`src/rtl/alu_arbiter.sv`:
```
// Two-requester arbiter in front of a single registered 32-bit ALU, with a tagged response channel.
// Optional build macro ALU_ARB_FIXED_PRIO_EN selects fixed priority with a starvation limit instead of round-robin.

module alu_arbiter_alu #(
  parameter int DATA_W = 32,
  parameter int OP_W   = 4
) (
  input  logic [OP_W-1:0]   op,
  input  logic [DATA_W-1:0] a,
  input  logic [DATA_W-1:0] b,
  output logic [DATA_W-1:0] y
);
  localparam int SH_W = $clog2(DATA_W);

  localparam logic [OP_W-1:0] OP_ADD  = OP_W'(0);
  localparam logic [OP_W-1:0] OP_SUB  = OP_W'(1);
  localparam logic [OP_W-1:0] OP_SLL  = OP_W'(2);
  localparam logic [OP_W-1:0] OP_SLT  = OP_W'(3);
  localparam logic [OP_W-1:0] OP_SLTU = OP_W'(4);
  localparam logic [OP_W-1:0] OP_XOR  = OP_W'(5);
  localparam logic [OP_W-1:0] OP_SRL  = OP_W'(6);
  localparam logic [OP_W-1:0] OP_SRA  = OP_W'(7);
  localparam logic [OP_W-1:0] OP_OR   = OP_W'(8);
  localparam logic [OP_W-1:0] OP_AND  = OP_W'(9);
  localparam logic [OP_W-1:0] OP_PASS = OP_W'(10);

  logic [SH_W-1:0] sh;
  logic            sh_big;

  // Shift amounts of DATA_W or more saturate instead of wrapping modulo DATA_W.
  assign sh     = b[SH_W-1:0];
  assign sh_big = |b[DATA_W-1:SH_W];

  always_comb begin
    y = '0;
    case (op)
      OP_ADD:  y = a + b;
      OP_SUB:  y = a - b;
      OP_SLL:  y = sh_big ? '0 : (a << sh);
      OP_SLT:  y = {{(DATA_W-1){1'b0}}, ($signed(a) < $signed(b))};
      OP_SLTU: y = {{(DATA_W-1){1'b0}}, (a < b)};
      OP_XOR:  y = a ^ b;
      OP_SRL:  y = sh_big ? '0 : (a >> sh);
      OP_SRA:  y = sh_big ? {DATA_W{a[DATA_W-1]}} : DATA_W'($signed(a) >>> sh);
      OP_OR:   y = a | b;
      OP_AND:  y = a & b;
      OP_PASS: y = b;
      default: y = '0;
    endcase
  end
endmodule

module alu_arbiter #(
  parameter int DATA_W    = 32,
  parameter int OP_W      = 4,
  parameter int STALL_MAX = 4
) (
  input  logic              clk,
  input  logic              rst,
  input  logic              req0_valid,
  output logic              req0_ready,
  input  logic [OP_W-1:0]   req0_op,
  input  logic [DATA_W-1:0] req0_a,
  input  logic [DATA_W-1:0] req0_b,
  input  logic              req1_valid,
  output logic              req1_ready,
  input  logic [OP_W-1:0]   req1_op,
  input  logic [DATA_W-1:0] req1_a,
  input  logic [DATA_W-1:0] req1_b,
  output logic              rsp_valid,
  input  logic              rsp_ready,
  output logic              rsp_id,
  output logic [DATA_W-1:0] rsp_data,
  output logic              busy,
  output logic [1:0]        dbg_state
);
  // Handshake: a transfer happens on a rising edge where valid && ready; requesters hold
  // their payload while valid && !ready, and the response stays stable while rsp_valid && !rsp_ready.

  typedef enum logic [1:0] {
    IDLE = 2'd0,
    EXEC = 2'd1,
    RESP = 2'd2
  } state_t;

  state_t            state, state_nxt;
  logic [OP_W-1:0]   op_q;
  logic [DATA_W-1:0] a_q, b_q;
  logic              id_q;
  logic [DATA_W-1:0] alu_data;
  logic              tie_to_1;
  logic              grant0, grant1;
  logic              accept;

`ifdef ALU_ARB_FIXED_PRIO_EN
  localparam int SC_W = $clog2(STALL_MAX + 1);
  logic [SC_W-1:0] stall_cnt;

  // req0 owns ties until it has starved req1 for STALL_MAX consecutive grants.
  assign tie_to_1 = (stall_cnt == SC_W'(STALL_MAX));
`else
  logic last_grant;

  assign tie_to_1 = ~last_grant;
`endif

  assign grant0 = req0_valid && (!req1_valid || !tie_to_1);
  assign grant1 = req1_valid && (!req0_valid || tie_to_1);

  assign req0_ready = (state == IDLE) && !rst && grant0;
  assign req1_ready = (state == IDLE) && !rst && grant1;
  assign accept     = req0_ready || req1_ready;

  assign rsp_valid = (state == RESP);
  assign busy      = (state != IDLE);
  assign dbg_state = state;

  always_comb begin
    state_nxt = state;
    case (state)
      IDLE:    if (accept) state_nxt = EXEC;
      EXEC:    state_nxt = RESP;
      RESP:    if (rsp_ready) state_nxt = IDLE;
      default: state_nxt = IDLE;
    endcase
  end

  always_ff @(posedge clk) begin
    if (rst) begin
      state    <= IDLE;
      op_q     <= '0;
      a_q      <= '0;
      b_q      <= '0;
      id_q     <= 1'b0;
      rsp_id   <= 1'b0;
      rsp_data <= '0;
    end else begin
      state <= state_nxt;
      if (accept) begin
        op_q <= req1_ready ? req1_op : req0_op;
        a_q  <= req1_ready ? req1_a  : req0_a;
        b_q  <= req1_ready ? req1_b  : req0_b;
        id_q <= req1_ready;
      end
      if (state == EXEC) begin
        rsp_data <= alu_data;
        rsp_id   <= id_q;
      end
    end
  end

`ifdef ALU_ARB_FIXED_PRIO_EN
  always_ff @(posedge clk) begin
    if (rst) begin
      stall_cnt <= '0;
    end else if (req1_ready) begin
      stall_cnt <= '0;
    end else if (req0_ready) begin
      stall_cnt <= req1_valid ? stall_cnt + SC_W'(1) : '0;
    end
  end
`else
  always_ff @(posedge clk) begin
    if (rst) begin
      last_grant <= 1'b1;
    end else if (accept) begin
      last_grant <= req1_ready;
    end
  end
`endif

  alu_arbiter_alu #(
    .DATA_W (DATA_W),
    .OP_W   (OP_W)
  ) u_alu (
    .op (op_q),
    .a  (a_q),
    .b  (b_q),
    .y  (alu_data)
  );
endmodule

```
`config.mk`:
```
export PLATFORM = sky130hd
export DESIGN_NAME = alu_arbiter
export DESIGN_NICKNAME = d
export VERILOG_FILES = /design/src/rtl/alu_arbiter.sv
export SDC_FILE = /design/constraint.sdc
export NUM_CORES = 1
export LEC_CHECK = 0
export CAP_MARGIN = 20
export CORE_ASPECT_RATIO = 0.8
export CORE_MARGIN = 2
export CORE_UTILIZATION = 35
export CTS_CLUSTER_SIZE = 25
export DETAILED_ROUTE_END_ITERATION = 12
export GPL_TIMING_DRIVEN = 0
export PLACE_DENSITY = 0.61
export REMOVE_ABC_BUFFERS = 1
export SETUP_SLACK_MARGIN = 0.05
export SLEW_MARGIN = 10
export SYNTH_ARGS = -nofsm -noshare
export SYNTH_HDL_FRONTEND = slang
export SYNTH_SLANG_ARGS = --single-unit
```
`constraint.sdc`:
```
create_clock -name clk -period 3.4 [get_ports clk]
set_input_delay 0.34 -clock clk [delete_from_list [all_inputs] [get_ports clk]]
set_output_delay 0.34 -clock clk [all_outputs]
set_load 0.1 [all_outputs]
```
==> results.yml, run 1 <==
outcome:
  status: "finished with violations"
  violations: "setup timing"
power:
  p_switching_mw: 3.62
  p_comb_frac: 0.611
  p_leak_nw: 6.16
  p_int_mw: 3.48
  max-vdd-ir-drop_uv: 262
  swShare: 0.510
  p_clk_frac: 0.153
  power_density_nw_per_um2: 399
  power_frac_seq: 0.236
detailed_routing:
  wl_per_cell_um: 28.4
  drc: 0
  vias: 16699
  antenna_left: 0
  firstDrtPassIters: 5
  via_per_inst: 6.45
  drt_iter0_drc: 2265
  wl_um: 73500
worst_setup_path:
  crit_path_end_kind: "flip-flop"
  cp-start-kind: "flip-flop"
  crit_required_ns: 3.67
  cp_max_fo: 28
  worstSetupPathType: "flip-flop to flip-flop"
  critPathArrivalTime_ns: 3.69
synth:
  synth-seq-area-share: 0.149
  syn_area_um2: 14100
  post-synth-top-count-cell: "nand2_1"
  syn_avg_cell_area_um2: 7.19
  synth_area_leaders: "dfxtp_1 (15%), mux4_2 (9.4%), ha_1 (8.7%), nand2_1 (7.6%), nor2_1 (6.3%)"
  synth_area_leader_cell: "dfxtp_1"
  synth_flop_cell: "dfxtp_1"
  yosys_register_bits: 105
  async_flop_share: 0
  ys_types: 87
  yosysWarnings: 0
  synth_cells: 1964
  synth_edf_count: 0
  synthTopCellsByCount: "nand2_1 (287), nor2_1 (237), a21oi_1 (140), o21ai_0 (123), clkbuf_1 (110)"
  yosysTopAreaCellShare: 0.149
clock_tree:
  cts_sinks: 105
  htreeDepth: 3
  cts_buffers: 9
  tritoncts: "done"
  clkTransAtPathRegs_ns: 0.09
  cts_hold_buf: 0
  clk_path_buf_depth: 2
  root_buffer: "clkbuf_16"
  insertion_delay_ns: 0.41
finish:
  fin_cells: 2589
  syn_to_final_growth_pct: 26.1
  final_nets: 2286
  n_fill_cell: 4064
  final_util: 0.449
  drive_above_1_share: 0.168
  multi_input_area_um2: 11500
  seq_area_um2: 2230
  finalInstanceArea_um2: 17800
grt:
  antenna_found_initial: 4
  first_global_vias: 15428
  grt_max_degree: 79
  track_usage: 0.342
  grt_pass1_wl_um: 106000
  grt-ovfl-total: 0
placement:
  dp_hpwl_um: 54400
  placed_cells_incl_taps: 2531
  io_buffers: 179
  post-place-ws_ns: -1.13
  gp_congestion: 1.07
  place_area_um2: 16400
timing:
  relSlewSlack: 0.246
  setup_violations: 1
  rsz0062_at_grt: "yes"
  hold_violations: 0
  final.setup.tns_ns: -0.0197
  max_freq_mhz: 292
  fin_crit_ns: 3.42
  worst_slack_ns: -0.0197
  fin_skew_ns: 0.0186
  maxSlewViolCount: 0
  period_share: 1.01
  worst_pin_slew_ns: 1.13
flow_run:
  drv_cap: 0
floorplan:
  die-area_um2: 42000
  rows: 65
  io_pins: 180
  start_util: 0.356
  die_y_um: 184
  die_w_um: 229
  core_area_um2: 39600
hold_path:
  hp-class: "input pin to flip-flop"
power groups by stage:
stage,logic [mW],registers (mW),clock network (mW)
5_1_grt,4.58,1.68,1.16
2_1_floorplan,2.14,1.82,0
4_1_cts,4.02,1.67,1.13
6_report,4.34,1.68,1.08
3_5_place_dp,3.73,1.73,0
3_3_place_gp,3.56,1.82,0
sequential cells by signal, summed over array words and instances, names as in the netlist:
name and count:
a_q 32, last_grant 1, op_q 4, id_q 1, b_q 32, rsp_id 1
rsp_data 32, dbg_state 2
routing by layer:
metal  vias to the layer above  GRT usage  wire (µm)
met5                         -          0          0
met4                         0      0.104       2220
met3                       112      0.113       9110
met2                       935      0.489      29800
met1                      8239      0.483      32400
li1                       7413          -          -
worst paths after layout:
path	start	end	slack, ns	cells past startpoint
worst min-delay path	rst	rsp_data[4]$_SDFFE_PP0N_	0.44	2
worst max-delay path	op_q[1]$_SDFFE_PP0P_	rsp_data[19]$_SDFFE_PP0N_	-0.02	9
worst min register to register	rsp_data[17]$_SDFFE_PP0N_	rsp_data[17]$_SDFFE_PP0N_	0.46	2
worst max register to register	op_q[1]$_SDFFE_PP0P_	rsp_data[19]$_SDFFE_PP0N_	-0.02	9
area by class of cell:
class                           count  area share
Timing Repair inverter              1    0.000422
Inverter                           99      0.0241
Sequential cell                   105       0.125
Tap cell                          536      0.0377
Clock buffer                       10      0.0129
Clock inverter                      6     0.00274
Timing Repair Buffer              247       0.151
Multi-Input combinational cell   1582       0.646
Antenna cell                        3    0.000422
worst max-delay path, stage by stage, from the launching register on:
cell and delay, ns:
dfxtp_4 0.47, buf_12 0.24, nand2b_4 0.27, nor2_4 0.12, buf_16 0.20, a222oi_1 0.93
o221ai_1 0.31, a21oi_2 0.33, and3_1 0.25, a221oi_1 0.08
logic make-up after synthesis:
group,Yosys count,synth area share
multiplexers,128,0.145
AO/OA/AOI/OAI,613,0.299
adder cells (fa/ha/maj),100,0.0897
AND/OR/NAND/NOR,729,0.228
flip-flops,105,0.149
XOR/XNOR,12,0.00744
buffers and inverters,277,0.0816
cell usage in the layout, fill, tap and decap left out, types with 12 or more instances in the layout:
master	count
a221oi_1	25
a21oi_1	136
a211oi_1	21
o21ai_0	113
a311oi_1	72
dfxtp_2	18
mux2i_1	41
buf_4	37
nor2b_1	12
nor2_1	229
o211ai_1	17
mux2_2	25
nor3_1	47
mux4_2	59
dfxtp_4	27
clkdlybuf4s50_1	176
inv_1	88
o22ai_1	17
ha_1	77
o21bai_1	12
a21o_1	24
a31oi_1	18
nor4_1	13
buf_16	12
ha_2	12
nand3_1	32
nand2_1	282
dfxtp_1	60
nand2b_1	15
through the flow:
stage	total power, mW	hold WS [ns]
finish	7.10	0.440
global route	7.43	0.456
CTS	6.81	0.416
detailed placement	5.46	0.444
global placement	5.38	0.436
floorplan	3.96	0.409
repair_timing:
item | 4_1_cts | 5_1_grt
setup endpoints to repair | 31 | 27
gates resized for setup | 122 | 94
pin swaps | 12 | 13
setup buffers | 18 | 19
gates cloned | 1 | 1
No activity file was read; power rests on OpenSTA's default activity.
==> run 2, diff against run 1 <==
--- a/config.mk
+++ b/config.mk
@@ -12,7 +12,7 @@
 export CTS_CLUSTER_SIZE = 25
 export DETAILED_ROUTE_END_ITERATION = 12
 export GPL_TIMING_DRIVEN = 0
-export PLACE_DENSITY = 0.61
+export PLACE_DENSITY = 0.6
 export REMOVE_ABC_BUFFERS = 1
 export SETUP_SLACK_MARGIN = 0.05
 export SLEW_MARGIN = 10
==> run 2 against run 1 <==
  * The flow now finishes without violations
  * Global-route usage is essentially flat
  * Utilization grew 0.33 points
  * Via count grew 2.2%
  * Worst hold slack lost 0.058 ns
  * Combinational power is essentially flat
  * Critical path type unchanged
  * Critical endpoint is now rsp_data[20]$_SDFFE_PP0N_
==> results.yml, run 2 (synthesis results as in run 1) <==
outcome:
  status: "complete, no violations"
detailed_routing:
  firstDrtPassIters: 6
  via_per_inst: 6.57
  wl_um: 74400
  wl_per_cell_um: 28.7
  antenna_left: 0
  drt_iter0_drc: 2259
  vias: 17059
  drc: 0
finish:
  reg_top3: "a_q: 32 flops, b_q: 32 flops, rsp_data: 32 flops"
  final_common_cell: "nand2_1"
  drive_above_1_share: 0.170
  most-common-layout-cells: "nand2_1 (284), nor2_1 (229), clkdlybuf4s50_1 (176), a21oi_1 (133), o21ai_0 (115)"
  final_util: 0.453
  syn_to_final_growth_pct: 27.0
  final_nets: 2296
  n_fill_cell: 4034
timing:
  setup_violations: 0
  hold_violations: 0
  final.setup.tns_ns: 0
  max_freq_mhz: 298
  maxSlewViolCount: 0
  fin_skew_ns: 0.0176
  fin_crit_ns: 3.36
  worst_pin_slew_ns: 1.03
  period_share: 0.987
  relSlewSlack: 0.310
  rsz0062_at_grt: "yes"
floorplan:
  die_y_um: 184
  die-area_um2: 42000
  die_w_um: 229
  start_util: 0.356
  core_area_um2: 39600
  rows: 65
  io_pins: 180
grt:
  use_met1: 0.475
  grt-ovfl-total: 0
  track_usage: 0.342
  grtUsageMet2: 0.492
  grt_use_met3: 0.114
  grt_busiest_layer: "met2"
  grt_pass1_wl_um: 107000
  antenna_found_initial: 2
  first_global_vias: 15715
  grt_max_degree: 79
worst_setup_path:
  worstSetupPathType: "flip-flop to flip-flop"
  slowest_delay_ns: 0.77
  path_cells: "buf_12 > nand2b_2 > nor2_4 > buf_16 > a222oi_1 > nand3_1 > a21oi_2 > o21ai_0 > a211o_1"
  crit_path_end_kind: "flip-flop"
  cp_max_fo: 27
  worst-r2r-setup-slack_ns: 0.04
  crit_required_ns: 3.70
  critPathArrivalTime_ns: 3.66
  cp-start-kind: "flip-flop"
  slowest_stage: "a222oi_1"
clock_tree:
  cts_sinks: 105
  htreeDepth: 3
  tritoncts: "done"
  clkTransAtPathRegs_ns: 0.08
  cts_buffers: 9
  clk_path_buf_depth: 2
  root_buffer: "clkbuf_16"
  insertion_delay_ns: 0.42
power:
  max-vdd-ir-drop_uv: 290
  power_density_nw_per_um2: 408
  p_leak_nw: 6.27
placement:
  io_buffers: 179
  gp_congestion: 1.07
  dp_hpwl_um: 52800
hold_path:
  hp-class: "input pin to flip-flop"
flow_run:
  drv_cap: 0
==> run 2: cell count changes in the layout (fill, tap and decap cells not counted), sizes merged <==
| cell | delta |
|---|---|
| diode | -2 |
| clkinv | -3 |
| inv | +4 |
| buf | +6 |
| clkinvlp | -2 |
| clkbuf | -1 |
| bufinv | +2 |
| bufbuf | +4 |
==> run 2: through the flow <==
| step | setup WS, ns | total power [mW] | hold slack (ns) | cells | instance area, µm² |
|---|---|---|---|---|---|
| floorplan | -2.88 | 3.96 | 0.409 | 1786 | 13300 |
| global placement | -7.85 | 5.34 | 0.438 | 2501 | 15800 |
| detailed placement | -1.30 | 5.42 | 0.446 | 2528 | 16400 |
| CTS | 0.0428 | 7.01 | 0.376 | 2576 | 17500 |
| global route | 0.0292 | 7.58 | 0.469 | 2596 | 17900 |
| finish | 0.0432 | 7.31 | 0.381 | 2597 | 17900 |
==> run 2: final timing paths <==
path / start / endpoint / cells past startpoint
worst min-delay path: rst / rsp_id$_SDFFE_PP0N_ / 2
worst min register to register: rsp_data[18]$_SDFFE_PP0N_ / rsp_data[18]$_SDFFE_PP0N_ / 2
worst max-delay path: op_q[1]$_SDFFE_PP0P_ / rsp_data[20]$_SDFFE_PP0N_ / 9
worst max register to register: op_q[1]$_SDFFE_PP0P_ / rsp_data[20]$_SDFFE_PP0N_ / 9
==> run 2: cell type report <==
type | instances | area, µm² | share of cell area
Multi-Input combinational cell | 1582 | 11500 | 0.641
Timing Repair Buffer | 256 | 2790 | 0.155
Sequential cell | 105 | 2210 | 0.123
Tap cell | 536 | 671 | 0.0374
Inverter | 99 | 418 | 0.0233
Clock buffer | 10 | 229 | 0.0128
Clock inverter | 6 | 100 | 0.00558
Timing Repair inverter | 2 | 18.8 | 0.00105
Antenna cell | 1 | 2.50 | 0.000140
==> run 2: per-layer routing <==
layer  up-vias  wire length (µm)
met2      1119             30300
met4         0              2630
met3       168              9530
met1      8348             32000
met5         -                 0
li1       7424                 -
==> run 2: critical path: cells and delay by family (launching register included) <==
family	cells	cell delay, ns
AO/OA/AOI/OAI	4	1.53
buffers and inverters	2	0.48
AND/OR/NAND/NOR	3	0.67
flip-flops	1	0.52
==> run 2: timing repair <==
action                                 4_1_cts  5_1_grt
setup endpoints to repair                   34       25
gates resized for setup                    118       82
pin swaps                                   13       14
cloned                                       5        1
hold buffers                                 0        0
setup buffers                               27       18
endpoints found under the hold margin        0        0
==> run 2: power breakdown <==
group,switching [mW],total (mW),internal [mW],leakage [nW]
Sequential,0.324,1.67,1.35,0.883
Clock,0.599,1.26,0.660,0.161
Combinational,2.73,4.37,1.65,5.23
==> run 3, diff against run 2 <==
--- a/config.mk
+++ b/config.mk
@@ -6,12 +6,13 @@
 export NUM_CORES = 1
 export LEC_CHECK = 0
 export CAP_MARGIN = 20
-export CORE_ASPECT_RATIO = 0.8
+export CORE_ASPECT_RATIO = 0.75
 export CORE_MARGIN = 2
 export CORE_UTILIZATION = 35
 export CTS_CLUSTER_SIZE = 25
 export DETAILED_ROUTE_END_ITERATION = 12
 export GPL_TIMING_DRIVEN = 0
+export MAX_ROUTING_LAYER = met4
 export PLACE_DENSITY = 0.6
 export REMOVE_ABC_BUFFERS = 1
 export SETUP_SLACK_MARGIN = 0.05
==> run 3 against run 2 <==
  * The flow now finishes with violations (setup timing)
  * Global-route usage up 1.1 points
  * Clock power down 8%
  * Count of clock-buffer cells in the layout unchanged
  * Worst hold slack better by 0.028 ns
  * Cell area down 0.89%
  * Utilization down 0.45 points
  * Die area about the same
  * Via count down 0.72%
==> results.yml, run 3 (synthesis results as in run 1) <==
detailed_routing:
  via_per_inst: 6.57
  drt_iter0_drc: 2193
  wl_per_cell_um: 28.8
  vias: 16937
  drc: 0
  wl_um: 74200
  firstDrtPassIters: 6
  antenna_left: 0
worst_setup_path:
  r2r_cells: 7
  crit_required_ns: 3.72
  worstSetupPathType: "flip-flop to flip-flop"
  r2r-start: "b_q[17]$_SDFFE_PP0P_"
  worst-r2r-setup-slack_ns: -0.03
  cp-start-kind: "flip-flop"
  critPathArrivalTime_ns: 3.75
  r2r_end: "rsp_data[1]$_SDFFE_PP0N_"
  cp_max_fo: 11
  crit_path_end_kind: "flip-flop"
timing:
  period_share: 1.01
  relSlewSlack: 0.289
  timing.hold.ws_ns: 0.409
  hold_violations: 0
  final.setup.tns_ns: -0.0296
  worst_pin_slew_ns: 1.07
  setup_violations: 1
  fin_skew_ns: 0.0155
  max_freq_mhz: 292
  maxSlewViolCount: 0
  fin_crit_ns: 3.43
  worst_slack_ns: -0.0296
  rsz0062_at_grt: "yes"
power:
  p_switching_mw: 3.63
  p_comb_frac: 0.603
  power_frac_seq: 0.235
  p_int_mw: 3.55
  power_density_nw_per_um2: 404
  max-vdd-ir-drop_uv: 289
  p_leak_nw: 6.17
  swShare: 0.505
  power.total_mw: 7.18
  p_clk_frac: 0.162
finish:
  n_fill_cell: 4009
  finalInstanceArea_um2: 17800
  fin_cells: 2576
  drive_above_1_share: 0.164
  final_common_cell: "nand2_1"
  final_nets: 2291
  most-common-layout-cells: "nand2_1 (284), nor2_1 (227), clkdlybuf4s50_1 (176), a21oi_1 (137), o21ai_0 (113)"
  syn_to_final_growth_pct: 25.9
  reg_top3: "a_q: 32 flops, b_q: 32 flops, rsp_data: 32 flops"
clock_tree:
  cts_sinks: 105
  clk_path_buf_depth: 2
  clkTransAtPathRegs_ns: 0.08
  cts_hold_buf: 0
  root_buffer: "clkbuf_16"
  cts_buffers: 9
  htreeDepth: 3
  tritoncts: "done"
  insertion_delay_ns: 0.41
hold_path:
  hp-start: "rst"
  min_path_cells: 2
  hp-class: "input pin to flip-flop"
  min_to: "rsp_data[4]$_SDFFE_PP0N_"
placement:
  placed_cells_incl_taps: 2513
  place_area_um2: 16300
  io_buffers: 179
  dp_hpwl_um: 53100
  gp_congestion: 1.09
floorplan:
  io_pins: 180
  die_w_um: 236
  die-area_um2: 42000
  rows: 63
  die_y_um: 178
  start_util: 0.356
  core_area_um2: 39600
grt:
  grt_max_degree: 79
  grt_pass1_wl_um: 106000
  first_global_vias: 15379
  grt-ovfl-total: 0
  track_usage: 0.353
  antenna_found_initial: 0
outcome:
  status: "finished with violations"
  violations: "setup timing"
flow_run:
  drv_cap: 0
run 3: final cells by class:
type,instances,area [µm²],share of cell area
clock buffers,10,229,0.0129
multi-input cells,1585,11500,0.645
flip-flops and latches,105,2210,0.124
diodes,1,2.50,0.000141
repair inverters,1,7.51,0.000423
repair buffers,249,2720,0.153
well taps,520,651,0.0366
clock inverters,6,72.6,0.00408
inverters,99,409,0.0230
run 3: power groups by stage:
stage | Sequential (mW) | Clock (mW) | Combinational, mW
finish | 1.69 | 1.16 | 4.33
global route | 1.69 | 1.23 | 4.54
CTS | 1.66 | 1.20 | 4.03
detailed placement | 1.75 | 0 | 3.67
global placement | 1.82 | 0 | 3.53
floorplan | 1.82 | 0 | 2.14
run 3: how the worst max path moves through the flow:
stage,from,to,slack (ns),cells after the start
global route,b_q[2]$_SDFFE_PP0P_,rsp_data[29]$_SDFFE_PP0N_,-0.02,12
detailed placement,b_q[4]$_SDFFE_PP0P_,rsp_data[29]$_SDFFE_PP0N_,-1.75,11
finish,b_q[17]$_SDFFE_PP0P_,rsp_data[1]$_SDFFE_PP0N_,-0.03,7
CTS,a_q[1]$_SDFFE_PP0P_,rsp_data[29]$_SDFFE_PP0N_,-0.12,11
floorplan,dbg_state[0]$_SDFFE_PP0P_,last_grant$_SDFFE_PP1P_,-2.88,5
global placement,rst,req0_ready,-7.82,5
run 3: layer usage:
metal / global-route usage / vias to the layer above / routed length, µm
met5: - / - / 0
met4: 0.115 / 0 / 2670
met3: 0.0919 / 159 / 8920
met2: 0.489 / 1135 / 29700
met1: 0.494 / 8230 / 32900
li1: - / 7413 / -
run 3: worst max-delay path, cell delays in order, from the launching register on:
cell      delay, ns
dfxtp_1        0.39
nor4_1         0.60
nand3_1        0.27
or2_2          0.52
nor2_1         0.80
a32oi_1        0.27
and3_1         0.26
a221oi_1       0.23
run 3: metrics by stage:
stage | setup slack, ns | util
CTS | -0.116 | 0.437
detailed placement | -1.75 | 0.412
floorplan | -2.88 | -
global placement | -7.82 | 0.398
finish | -0.0296 | 0.448
global route | -0.0241 | 0.448
run 3: what timing repair did:
item                                    4_1_cts  5_1_grt
resized for setup                           112       78
endpoints found under the setup margin       32       30
pin swaps                                    10       14
setup buffers                                30       10
cloned                                        4        2
hold endpoints to repair                      0        0
